==> config.mk <==
export PLATFORM = sky130hd
export DESIGN_NAME = rr_arb_2x1
export DESIGN_NICKNAME = d
export VERILOG_FILES = /design/src/rtl/rr_arb_pkg.sv /design/src/rtl/mux_2x1.sv /design/src/rtl/rr_arb_2x1.sv
export SDC_FILE = /design/constraint.sdc
export NUM_CORES = 1
export LEC_CHECK = 0
export CAP_MARGIN = 20
export CORE_ASPECT_RATIO = 1.5
export CORE_UTILIZATION = 35
export CTS_BUF_LIST = sky130_fd_sc_hd__clkbuf_2
export CTS_CLUSTER_SIZE = 8
export DETAILED_ROUTE_END_ITERATION = 10
export GPL_TIMING_DRIVEN = 0
export PLACE_DENSITY = 0.69
export SYNTH_ARGS = -nofsm -noshare
export SYNTH_HDL_FRONTEND = slang
export SYNTH_SLANG_ARGS = --single-unit
==> constraint.sdc <==
create_clock -name clk -period 2.4 [get_ports clk]
set_clock_uncertainty 0.05 [all_clocks]
set_input_delay 0.48 -clock clk [delete_from_list [all_inputs] [get_ports clk]]
set_output_delay 0.48 -clock clk [all_outputs]
set_load 0.005 [all_outputs]
==> src/rtl/rr_arb_pkg.sv <==
// rr_arb_pkg: shared types and constants for the two-input round-robin
// packet arbiter and its 1-bit select multiplexer.
//   arb_state_e : arbiter FSM state (IDLE, GRANT_A, GRANT_B)
//   SEL_A/SEL_B : select encoding shared by arbiter, mux and priority pointer
package rr_arb_pkg;

  typedef enum logic [1:0] {
    IDLE    = 2'd0,
    GRANT_A = 2'd1,
    GRANT_B = 2'd2
  } arb_state_e;

  localparam logic SEL_A = 1'b0;
  localparam logic SEL_B = 1'b1;

endpackage

==> src/rtl/mux_2x1.sv <==
// mux_2x1: 1-bit two-input multiplexer.
//   a_i   : input selected when sel_i == SEL_A
//   b_i   : input selected when sel_i == SEL_B
//   sel_i : select
//   y_o   : selected bit
module mux_2x1
  import rr_arb_pkg::*;
(
  input  logic a_i,
  input  logic b_i,
  input  logic sel_i,
  output logic y_o
);

  assign y_o = (sel_i == SEL_B) ? b_i : a_i;

endmodule

==> src/rtl/rr_arb_2x1.sv <==
// rr_arb_2x1: round-robin arbiter merging two valid/ready packet streams
// (A, B) into one registered output stream. A grant is held for a whole
// packet; ownership alternates between A and B under contention.
//   clk, rst_n                    : clock, asynchronous active-low reset
//   a_valid/a_data/a_last/a_ready : requester A beat handshake
//   b_valid/b_data/b_last/b_ready : requester B beat handshake
//   out_valid/out_data/out_last   : registered output beat
//   out_ready                     : downstream accept
//   sel                           : registered mux select (0 = A, 1 = B)
//   busy                          : a grant is currently held
module rr_arb_2x1
  import rr_arb_pkg::*;
#(
  parameter int DATA_W = 8
) (
  input  logic              clk,
  input  logic              rst_n,
  input  logic              a_valid,
  input  logic [DATA_W-1:0] a_data,
  input  logic              a_last,
  output logic              a_ready,
  input  logic              b_valid,
  input  logic [DATA_W-1:0] b_data,
  input  logic              b_last,
  output logic              b_ready,
  output logic              out_valid,
  output logic [DATA_W-1:0] out_data,
  output logic              out_last,
  input  logic              out_ready,
  output logic              sel,
  output logic              busy
);

  arb_state_e        state_q, state_d;
  logic              prio_q, prio_d;
  logic              sel_q, sel_d;
  logic              out_valid_q, out_valid_d;
  logic [DATA_W-1:0] out_data_q, out_data_d;
  logic              out_last_q, out_last_d;

  logic              slot_free;
  logic              gnt_sel;
  logic              accept;
  logic [DATA_W:0]   a_bus, b_bus, mux_bus;
  logic [DATA_W-1:0] mux_data;
  logic              mux_last;

  // The output slot can take a new beat if it is empty or being drained.
  assign slot_free = !out_valid_q || out_ready;
  assign a_ready   = (state_q == GRANT_A) && slot_free;
  assign b_ready   = (state_q == GRANT_B) && slot_free;
  assign accept    = (a_valid && a_ready) || (b_valid && b_ready);

  // The mux follows the current grant combinationally, so the beat being
  // accepted this cycle is the one presented to the output register.
  assign gnt_sel = (state_q == GRANT_B) ? SEL_B : SEL_A;

  // Bit DATA_W carries the last flag alongside the payload.
  assign a_bus = {a_last, a_data};
  assign b_bus = {b_last, b_data};

  genvar gi;
  generate
    for (gi = 0; gi < DATA_W + 1; gi++) begin : g_mux
      mux_2x1 u_mux (
        .a_i   (a_bus[gi]),
        .b_i   (b_bus[gi]),
        .sel_i (gnt_sel),
        .y_o   (mux_bus[gi])
      );
    end
  endgenerate

  assign mux_data = mux_bus[DATA_W-1:0];
  assign mux_last = mux_bus[DATA_W];

  // Next-state, priority pointer and select.
  always_comb begin
    state_d = state_q;
    prio_d  = prio_q;
    sel_d   = sel_q;
    case (state_q)
      IDLE: begin
        if (a_valid && b_valid) begin
          state_d = (prio_q == SEL_B) ? GRANT_B : GRANT_A;
        end else if (a_valid) begin
          state_d = GRANT_A;
        end else if (b_valid) begin
          state_d = GRANT_B;
        end
      end
      GRANT_A: begin
        if (accept && mux_last) begin
          state_d = IDLE;
          prio_d  = SEL_B;
        end
      end
      GRANT_B: begin
        if (accept && mux_last) begin
          state_d = IDLE;
          prio_d  = SEL_A;
        end
      end
      default: state_d = IDLE;
    endcase
    // sel is registered from the next state so it lines up with the grant
    // state; across an IDLE pass it keeps the last owner.
    if (state_d == GRANT_A) begin
      sel_d = SEL_A;
    end else if (state_d == GRANT_B) begin
      sel_d = SEL_B;
    end
  end

  // Output register: load on accept, drain when taken, otherwise hold.
  always_comb begin
    out_valid_d = out_valid_q;
    out_data_d  = out_data_q;
    out_last_d  = out_last_q;
    if (accept) begin
      out_valid_d = 1'b1;
      out_data_d  = mux_data;
      out_last_d  = mux_last;
    end else if (out_ready) begin
      out_valid_d = 1'b0;
    end
  end

  always_ff @(posedge clk or negedge rst_n) begin
    if (!rst_n) begin
      state_q     <= IDLE;
      prio_q      <= SEL_A;
      sel_q       <= SEL_A;
      out_valid_q <= 1'b0;
      out_data_q  <= '0;
      out_last_q  <= 1'b0;
    end else begin
      state_q     <= state_d;
      prio_q      <= prio_d;
      sel_q       <= sel_d;
      out_valid_q <= out_valid_d;
      out_data_q  <= out_data_d;
      out_last_q  <= out_last_d;
    end
  end

  assign out_valid = out_valid_q;
  assign out_data  = out_data_q;
  assign out_last  = out_last_q;
  assign sel       = sel_q;
  assign busy      = (state_q != IDLE);

endmodule

## Word level (Yosys, flattened, before mapping)

Index checks and enable logic that the tools add are counted.

- Equality and inequality tests: 6
- Muxes and demuxes: 23
- Reductions and logical operators: 16

Operator list:

| kind | count |
|---|---|
| $mux W1 | 16 |
| $mux W2 | 5 |
| $reduce_bool A2 Y1 | 4 |
| $logic_and A1 B1 Y1 | 6 |
| $eq A2 B1 Y1 const B | 2 |
| $eq A2 B2 Y1 const B | 2 |
| $ne A2 B1 Y1 const B | 2 |
| $pmux W2 S2 | 1 |
| $reduce_and A3 Y1 | 1 |
| $logic_not A2 Y1 | 1 |
| $logic_or A1 B1 Y1 | 2 |
| $pmux W1 S2 | 1 |
| $reduce_or A2 Y1 | 1 |
| $logic_not A1 Y1 | 1 |

- Register bits: 14
- Word-level logic and storage cells: 51

## Depth between registers and ports, before layout

Gate-level depths: netlist (run 1).

- Depth in word-level cells: 11
- Mapped depth: 8
- Gate-level depth less buffers: 8

## Cells and area by module

A second synthesis (run 1) with hierarchy kept.

- Cell total of the unflattened synthesis: 65
- Area, all modules: 842.1 um^2

By module, submodules not included:

| module | times used | cells an instance | area each (um^2) | sequential area each (um^2) |
|---|---|---|---|---|
| rr_arb_2x1 | 1 | 56 | 706.9 | 350.3 |
| mux_2x1 | 9 | 1 | 15.0 | 0.0 |

## Least setup slack after synthesis (run 1)

No wires, ideal clock.

- Path type: register to register
- Start: register state_q[0]
- End: register sel_q (netlist: sel)
- Setup time: 0.126 ns
- Arrival: 1.758 ns
- Path slack: 0.466 ns
- Cell stages (with the launch flop): 9
- Buffers on the path: 0
- Period minus slack after synthesis: 1.934 ns
- Path through: dfrtp_1 > inv_1 > ha_1 > mux2i_1 > nor3_2 > o41ai_2 > ha_1 > nand2_1 > o21ai_0

- Cells in the longest elaborated chain, start to end: 9
- Elaborated cells between the ends (all ways): 21
- Those cells by class: 4 x eq/ne; 8 x mux; 9 x reduce/logical

Ends and longest elaborated chain:

| item | line | source |
|---|---|---|
| start: declaration | rr_arb_2x1.sv:34 | `arb_state_e state_q, state_d;` |
| start signal: assignment | rr_arb_2x1.sv:138 | `state_q <= state_d;` |
| $eq A2 B1 Y1 / $eq A2 B2 Y1 (equally long branches) | n/a |  |
| $logic_and A1 B1 Y1, on equally long branches | rr_arb_2x1.sv:50, rr_arb_2x1.sv:51 |  |
| $logic_and A1 B1 Y1 | rr_arb_2x1.sv:52 | `assign accept = (a_valid && a_ready) \|\| (b_valid && b_ready);` |
| $logic_or A1 B1 Y1 | rr_arb_2x1.sv:52 |  |
| $logic_and A1 B1 Y1 | rr_arb_2x1.sv:93, rr_arb_2x1.sv:99 |  |
| $mux W2 | rr_arb_2x1.sv:93, rr_arb_2x1.sv:99 |  |
| $pmux W2 S2 (*) | rr_arb_2x1.sv:82 | `case (state_q)` |
| via state_d[0] | rr_arb_2x1.sv:34 |  |
| $eq A2 B1 Y1 / $eq A2 B2 Y1 (equally long branches) | rr_arb_2x1.sv:108, rr_arb_2x1.sv:110 |  |
| $mux W1 / $reduce_bool A2 Y1 (equally long branches) | n/a |  |
| end signal: assignment | rr_arb_2x1.sv:140 | `sel_q <= sel_d;` |
| end: declaration | rr_arb_2x1.sv:36 | `logic sel_q, sel_d;` |

The timed path passes the listed nets; every way through them passes the cells marked *.
A chain may end at the register's enable or synchronous reset.

## Worst setup path after layout (run 1)

- Start: register state_q[0]
- End: output b_ready

- Cells in the longest elaborated chain, start to end: 2

Ends and longest elaborated chain:

| item | line | source |
|---|---|---|
| $eq A2 B2 Y1 | rr_arb_2x1.sv:51 | `assign b_ready = (state_q == GRANT_B) && slot_free;` |
| $logic_and A1 B1 Y1 | rr_arb_2x1.sv:51 |  |
| end: declaration | rr_arb_2x1.sv:25 | `output logic b_ready,` |

Every way passes these cells.

==> summary.txt, run 1 <==
Power and ir drop
  – Gate power share: 63.3%
  – Register share of total power: 29.0%
  – VDD IR-drop max: 0.445 mV
  – Pleak: 0.562 nW
  – Power Internal: 0.888 mW
  – Clock share of power: 7.7%
  – Switching portion of total power: 36.4%
  – P_sw: 0.508 mW
  – Pwr dens: 1090 mW/mm2

Detailed routing
  – Routed WL per cell: 13.0 um
  – DRC: 0
  – Starting DRT DRC Count: 10
  – Vias per std cell: 5.03
  – Vias post-DR: 704
  – Pre-antenna DRT Iters: 4
  – Routed Antenna Nets: 0
  – Final wirelength: 1.82 mm

Min path
  – Hold_sp: out_last
  – Hold depth: 1
  – WHS Endpoint: out_last
  – Hold Crit Class: flip-flop to flip-flop

Clock tree
  – Worst-path clk slew: 0.12 ns
  – TritonCTS Buffers: 3
  – CTS Hold Bufs: 0
  – CTS Sinks: 14
  – Clock latency at the later pin of the worst-skew pair: 0.27 ns
  – CTS tree: built
  – H-Tree Depth: 1
  – Clk buf depth: 2
  – Clock Tree Root: clkbuf_2

Critical path
  – Reg2Reg Depth: 8
  – Crit path DAT: 1.76 ns
  – Crit end category: output port
  – Crit-path max FO: 10
  – R2r endpoint: sel
  – Startpoint types: flip-flop
  – Worst Setup SP: state_q[0]
  – Reg2reg start: state_q[0]
  – R2R Setup Slk: 0.34 ns
  – Crit Path Class: flip-flop to output port
  – Required @ worst endpoint: 1.87 ns

Finish
  – Ratio of cells with drive above 1 in the final layout: 15.4%
  – Final core utilization: 57.9%
  – Most common cell after layout, fill and taps aside: clkdlybuf4s50_1
  – Post-route cell area: 0.00128 mm2
  – Fin nets: 146
  – Highest-count cells in the layout ignoring fill and taps: 35 x clkdlybuf4s50_1, 14 x dfrtp_1, 9 x mux2i_1, 9 x o21ai_0, 8 x o21ai_1
  – Diodes inserted: 0
  – P&R area growth vs syn: 56.7%
  – Fill cell count: 200

Timing
  – Actual slew at the worst max-slew pin: 0.585 ns
  – Post-route setup TNS: 0 ns
  – Tmin final: 2.29 ns
  – Hold slack: 0.450 ns
  – Hold Fails Final Rpt: 0
  – Max-slew violations: 0
  – Rel. slew slack: 60.9%
  – F_max: 0.438 GHz
  – Final Cycle Share: 95.2%
  – Setup-failing EPs final: 0

Synth
  – Synth Register Bits: 14
  – Syn Std Cell Area: 816 um2
  – Yosys warnings: 0
  – Yosys cell types: 23
  – Synthesized Nets: 103
  – Synth Area per Inst: 10.9 um2
  – Cell count after synthesis: 75
  – Sequential area share after synthesis: 42.9%

GRT
  – Overall global routing resource usage: 15.6%
  – Routing usage on met3: 2.35%
  – GR Util met2: 27.0%
  – GRT busiest layer: met2
  – M1 GR Usage: 18.8%
  – Pin count of the biggest net entering global routing: 15
  – Congestion Overflow GR: 0
  – Vias in the first global route: 712
  – Initial antenna violation count: 0
  – First-pass GRT wire length: 3.09 mm

Placed design
  – Post-DP HPWL: 1.34 mm
  – I/O Buffers: 36
  – Post-DP Area: 0.00120 mm2
  – Placer Congestion: 0.768

Flow run
  – Maximum capacitance violations: 0

Run status
  – Status: complete, no violations

Floorplanning
  – DIE WIDTH: 41.4 um
  – Die ar.: 0.00253 mm2
  – Core area: 0.00221 mm2
  – Die span in y: 61.1 um
  – I/O pin count: 37
  – Initial Util: 37.0%
  – Num rows: 21
[logic make-up (layout without fill, tap and decap cells)]
logic type | Yosys count | in the layout | share of synthesized area, %
AOI/OAI and AO/OA | 27 | 27 | 23.2
DFF | 14 | 14 | 42.9
and+or+nand+nor | 12 | 12 | 9.36
muxes | 9 | 9 | 11.0
buffers and inverters | 8 | 50 | 5.83
adders and majority gates | 5 | 5 | 7.67
[per-layer routing]
metal	share of wire, %	vias up
met3	3.9	2
met5	0	-
met2	52	21
met4	1.0	0
li1	-	357
met1	43	324
[cells in the mapped netlist]
| master | number | area, um2 |
|---|---|---|
| nor2b_1 | 3 | 18.8 |
| o211ai_2 | 1 | 12.5 |
| nor3_2 | 1 | 10.0 |
| o21bai_1 | 1 | 7.51 |
| buf_2 | 2 | 10.0 |
| dfrtp_1 | 14 | 350 |
| buf_6 | 2 | 22.5 |
| a2bb2oi_1 | 1 | 8.76 |
| or2_1 | 1 | 6.26 |
| nand2b_1 | 3 | 18.8 |
| a21o_1 | 2 | 15.0 |
| nand2_1 | 1 | 3.75 |
| mux2i_1 | 9 | 90.1 |
| o21ai_0 | 9 | 45.0 |
| inv_1 | 3 | 11.3 |
| a22oi_2 | 1 | 12.5 |
| or3_1 | 3 | 18.8 |
| o22ai_1 | 1 | 6.26 |
| ha_1 | 5 | 62.6 |
| o21ai_1 | 8 | 40.0 |
| inv_2 | 1 | 3.75 |
| o22a_1 | 1 | 8.76 |
| o41ai_2 | 2 | 32.5 |
[state kept, by name, indices dropped and copies added, names as in the netlist]
signal	count
prio_q	1
out_data	8
out_last	1
sel	1
out_valid	1
state_q	2
[power groups by stage]
stage	registers, mW	clock network (mW)	logic [mW]
5_1_grt	0.418	0.123	0.976
4_1_cts	0.407	0.113	0.847
3_5_place_dp	0.409	0	0.815
2_1_floorplan	0.407	0	0.460
6_report	0.405	0.108	0.883
3_3_place_gp	0.404	0	0.802
[worst max path at each step]
stage	end	cells after the start
after floorplan	sel	8
after detailed placement	a_ready	5
after global routing	b_ready	5
after global placement	a_ready	5
after CTS	b_ready	5
final	b_ready	5
[through the flow]
stage / total power, mW / setup WS, ns / instances
global route: 1.52 / -0.00469 / 140
global placement: 1.21 / -0.0916 / 134
detailed placement: 1.22 / -0.0988 / 134
CTS: 1.37 / 0.0336 / 138
floorplan: 0.867 / 0.466 / 75
finish: 1.40 / 0.115 / 140
[repair_timing]
item | CTS | global route
endpoints found under the setup margin | 2 | 2
pin swaps | 0 | 0
gates cloned | 0 | 0
resized for setup | 7 | 4
setup buffers | 0 | 2
[final cells by class]
type / instances / area [um2] / share of cell area (%)
Multi-Input combinational cell: 53 / 438 / 34.2
Clock inverter: 1 / 3.75 / 0.294
Clock buffer: 3 / 15.0 / 1.17
Inverter: 4 / 15.0 / 1.17
Buffer: 4 / 50.0 / 3.91
Sequential cell: 14 / 350 / 27.4
Tap cell: 23 / 28.8 / 2.25
Timing Repair Buffer: 38 / 378 / 29.5
[critical path: stages (launching register included)]
cell	delay (ns)
dfrtp_1	0.43
inv_2	0.11
ha_4	0.18
buf_12	0.14
nor2b_1	0.13
clkdlybuf4s50_1	0.50
No activity file was read; power rests on OpenSTA's default activity.
==> run 2: changes to the inputs <==
--- a/config.mk
+++ b/config.mk
@@ -7,12 +7,14 @@
 export LEC_CHECK = 0
 export CAP_MARGIN = 20
 export CORE_ASPECT_RATIO = 1.5
-export CORE_UTILIZATION = 35
+export CORE_UTILIZATION = 43
 export CTS_BUF_LIST = sky130_fd_sc_hd__clkbuf_2
 export CTS_CLUSTER_SIZE = 8
 export DETAILED_ROUTE_END_ITERATION = 10
 export GPL_TIMING_DRIVEN = 0
-export PLACE_DENSITY = 0.69
+export PLACE_DENSITY = 0.82
+export SLEW_MARGIN = 40
 export SYNTH_ARGS = -nofsm -noshare
 export SYNTH_HDL_FRONTEND = slang
+export SYNTH_HIERARCHICAL = 1
 export SYNTH_SLANG_ARGS = --single-unit
==> summary.txt, run 2 <==
Run status
  – Status: complete, no violations

Clock tree
  – Worst-path clk slew: 0.12 ns (about the same)
  – CTS tree: built
  – TritonCTS Buffers: 3 (unchanged)
  – Clock latency at the later pin of the worst-skew pair: 0.27 ns (about the same)
  – H-Tree Depth: 1 (unchanged)
  – CTS Sinks: 14 (unchanged)
  – Clock Tree Root: clkbuf_2
  – Clk buf depth: 2 (unchanged)

Finish
  – Largest register FFs: 8 (unchanged)
  – Post-Layout Cell Count: 127 (-9.3%)
  – Fin nets: 136 (-6.8%)
  – Most common cell after layout, fill and taps aside: clkdlybuf4s50_1
  – Ratio of cells with drive above 1 in the final layout: 25.5% (+10 points)
  – P&R area growth vs syn: 51.1%
  – Highest-count cells in the layout ignoring fill and taps: 36 x clkdlybuf4s50_1, 13 x dfrtp_1, 9 x mux2_2, 9 x mux2_4, 5 x inv_1
  – Diodes inserted: 0 (unchanged)

Timing
  – Final setup margin: 0.121 ns (+0.00580 ns)
  – F_max: 0.439 GHz (+0.25%)
  – Post-route setup TNS: 0 ns (unchanged)
  – Tmin final: 2.28 ns (-0.00580 ns)
  – Max-slew violations: 0 (unchanged)
  – Setup-failing EPs final: 0 (unchanged)
  – Hold Fails Final Rpt: 0 (unchanged)
  – RSZ-0062 raised after global routing: no
  – Rel. slew slack: 59.0% (-1.9 points)
  – Hold slack: 0.468 ns (+0.0176 ns)
  – Actual slew at the worst max-slew pin: 0.614 ns (+0.0288 ns)
  – Final Cycle Share: 95.0% (-0.24 points)

Synth
  – Number of synthesized flops with an enable pin: 0 (unchanged)
  – Yosys top cell area share: 41.6% (-1.3 points)
  – Synthesized Nets: 93 (-9.7%)
  – Ys async rst share: 100% (unchanged)
  – Yosys warnings: 6 (+6)
  – Synth area leaders: dfrtp_1 42%, mux2_4 16%, mux2_2 12%
  – Syn Std Cell Area: 842 um2 (+3.2%)
  – Yosys cell types: 23 (unchanged)
  – Synth Flop Type: dfrtp_1
  – Synth top cells by count: 14 x dfrtp_1, 9 x mux2_2, 9 x mux2_4, 5 x ha_1, 5 x inv_1
  – Top-count cell post-synth: dfrtp_1
  – Cell count after synthesis: 65 (-13%)
  – Synth area leader: dfrtp_1
  – Sequential area share after synthesis: 41.6% (-1.3 points)
  – Synth Register Bits: 14 (unchanged)
  – Synth Area per Inst: 13.0 um2 (+19%)

Detailed routing
  – Vias per std cell: 5.29 (+5.2%)
  – Routed Antenna Nets: 0 (unchanged)
  – Vias post-DR: 672 (-4.5%)
  – Pre-antenna DRT Iters: 3 (-1)
  – Starting DRT DRC Count: 9 (-1)
  – Final wirelength: 1.69 mm (-7.3%)
  – Routed WL per cell: 13.3 um (+2.2%)
  – DRC: 0 (unchanged)

Min path
  – Hold_sp: out_data[2]
  – Hold depth: 1 (unchanged)
  – WHS Endpoint: out_data[2]
  – Hold Crit Class: flip-flop to flip-flop

Critical path
  – Startpoint types: flip-flop
  – Reg2Reg Depth: 9 (+1)
  – Required @ worst endpoint: 1.87 ns (about the same)
  – Crit end category: output port
  – Crit-path max FO: 5 (-5)
  – Reg2reg start: state_q[0]
  – R2r endpoint: sel
  – Crit Path Class: flip-flop to output port
  – R2R Setup Slk: 0.15 ns (-0.19 ns)
  – Crit path DAT: 1.75 ns (about the same)

Placed design
  – Placed Instances: 122 (-9.0%)
  – Placer Congestion: 0.645 (-16%)
  – I/O Buffers: 36 (unchanged)
  – Post-DP HPWL: 1.34 mm (-0.44%)
  – Setup slack at placement: -0.181 ns (-0.0821 ns)

GRT
  – Pin count of the biggest net entering global routing: 15 (unchanged)
  – Overall global routing resource usage: 18.7% (+3.2 points)
  – First-pass GRT wire length: 2.85 mm (-7.8%)
  – Congestion Overflow GR: 0 (unchanged)
  – Vias in the first global route: 693 (-2.7%)
  – Initial antenna violation count: 0 (unchanged)

Flow run
  – Maximum capacitance violations: 0 (unchanged)

Floorplanning
  – Num rows: 19 (-9.5%)
  – Die ar.: 0.00214 mm2 (-15%)
  – Die span in y: 56.2 um (-8.1%)
  – Initial Util: 46.0% (+9.0 points)
  – Core area: 0.00183 mm2 (-17%)
  – DIE WIDTH: 38.1 um (-7.9%)
  – I/O pin count: 37 (unchanged)

Power and ir drop
  – Pwr dens: 1170 mW/mm2 (+7.2%)
  – VDD IR-drop max: 0.555 mV (+25%)
  – Pleak: 0.564 nW (+0.38%)
## run 2: timing repair
item,CTS,global route
setup endpoints to repair,2,1
resized for setup,1,2
hold buffers,0,0
pin swaps,0,1
buffers inserted,2,0
## run 2: worst max-delay path by stage
stage	start	slack, ns	to
global route	state_q[0]	0.02	sel
floorplan	state_q[0]	0.13	sel
detailed placement	state_q[0]	-0.18	sel
global placement	state_q[0]	-0.07	sel
CTS	state_q[1]	0.09	a_ready
finish	state_q[1]	0.12	a_ready
## run 2: logic make-up (layout without fill, tap and decap cells)
| kind of cell | count (synthesis) | after routing | share of synthesized area [%] |
|---|---|---|---|
| compound gates | 13 | 13 | 13.7 |
| fa+ha+maj | 5 | 5 | 7.43 |
| buf+inv | 5 | 46 | 2.23 |
| flops | 14 | 14 | 41.6 |
| mux | 18 | 18 | 28.1 |
| simple gates | 10 | 10 | 6.98 |
## run 2: layer usage
metal  up-vias  GRT usage (%)  share of wire (%)
met5         -              0                  0
met4         0           10.7                1.6
met3         4           2.40                4.1
met2        22           33.4                 55
met1       328           19.3                 39
li1        318              -                  -
## run 2: area by class of cell
class	count	area, um2
clock buffer	3	15.0
fill	145	558
inverter	5	18.8
multi-input combinational	46	485
sequential	14	352
tap	21	26.3
timing repair buffer	38	375
## run 2: power breakdown
group / switching [mW] / leakage (nW) / internal, mW
logic: 0.361 / 0.389 / 0.591
clock network: 0.0691 / 0.0125 / 0.0341
registers: 0.0763 / 0.163 / 0.356
total: 0.507 / 0.564 / 0.982
## run 2: stage by stage
stage | area (um2) | total power, mW | utilization (%)
6_report | 1270 | 1.49 | 69.5
5_1_grt | 1270 | 1.60 | 69.5
4_1_cts | 1270 | 1.50 | 69.4
3_5_place_dp | 1230 | 1.35 | 67.3
3_3_place_gp | 1230 | 1.31 | 67.3
2_1_floorplan | 845 | 0.964 | -
## run 2: critical path, cell delays in order (launching register included)
cell             delay, ns
dfrtp_1               0.48
inv_1                 0.11
ha_1                  0.24
and2_1                0.15
clkdlybuf4s50_1       0.50
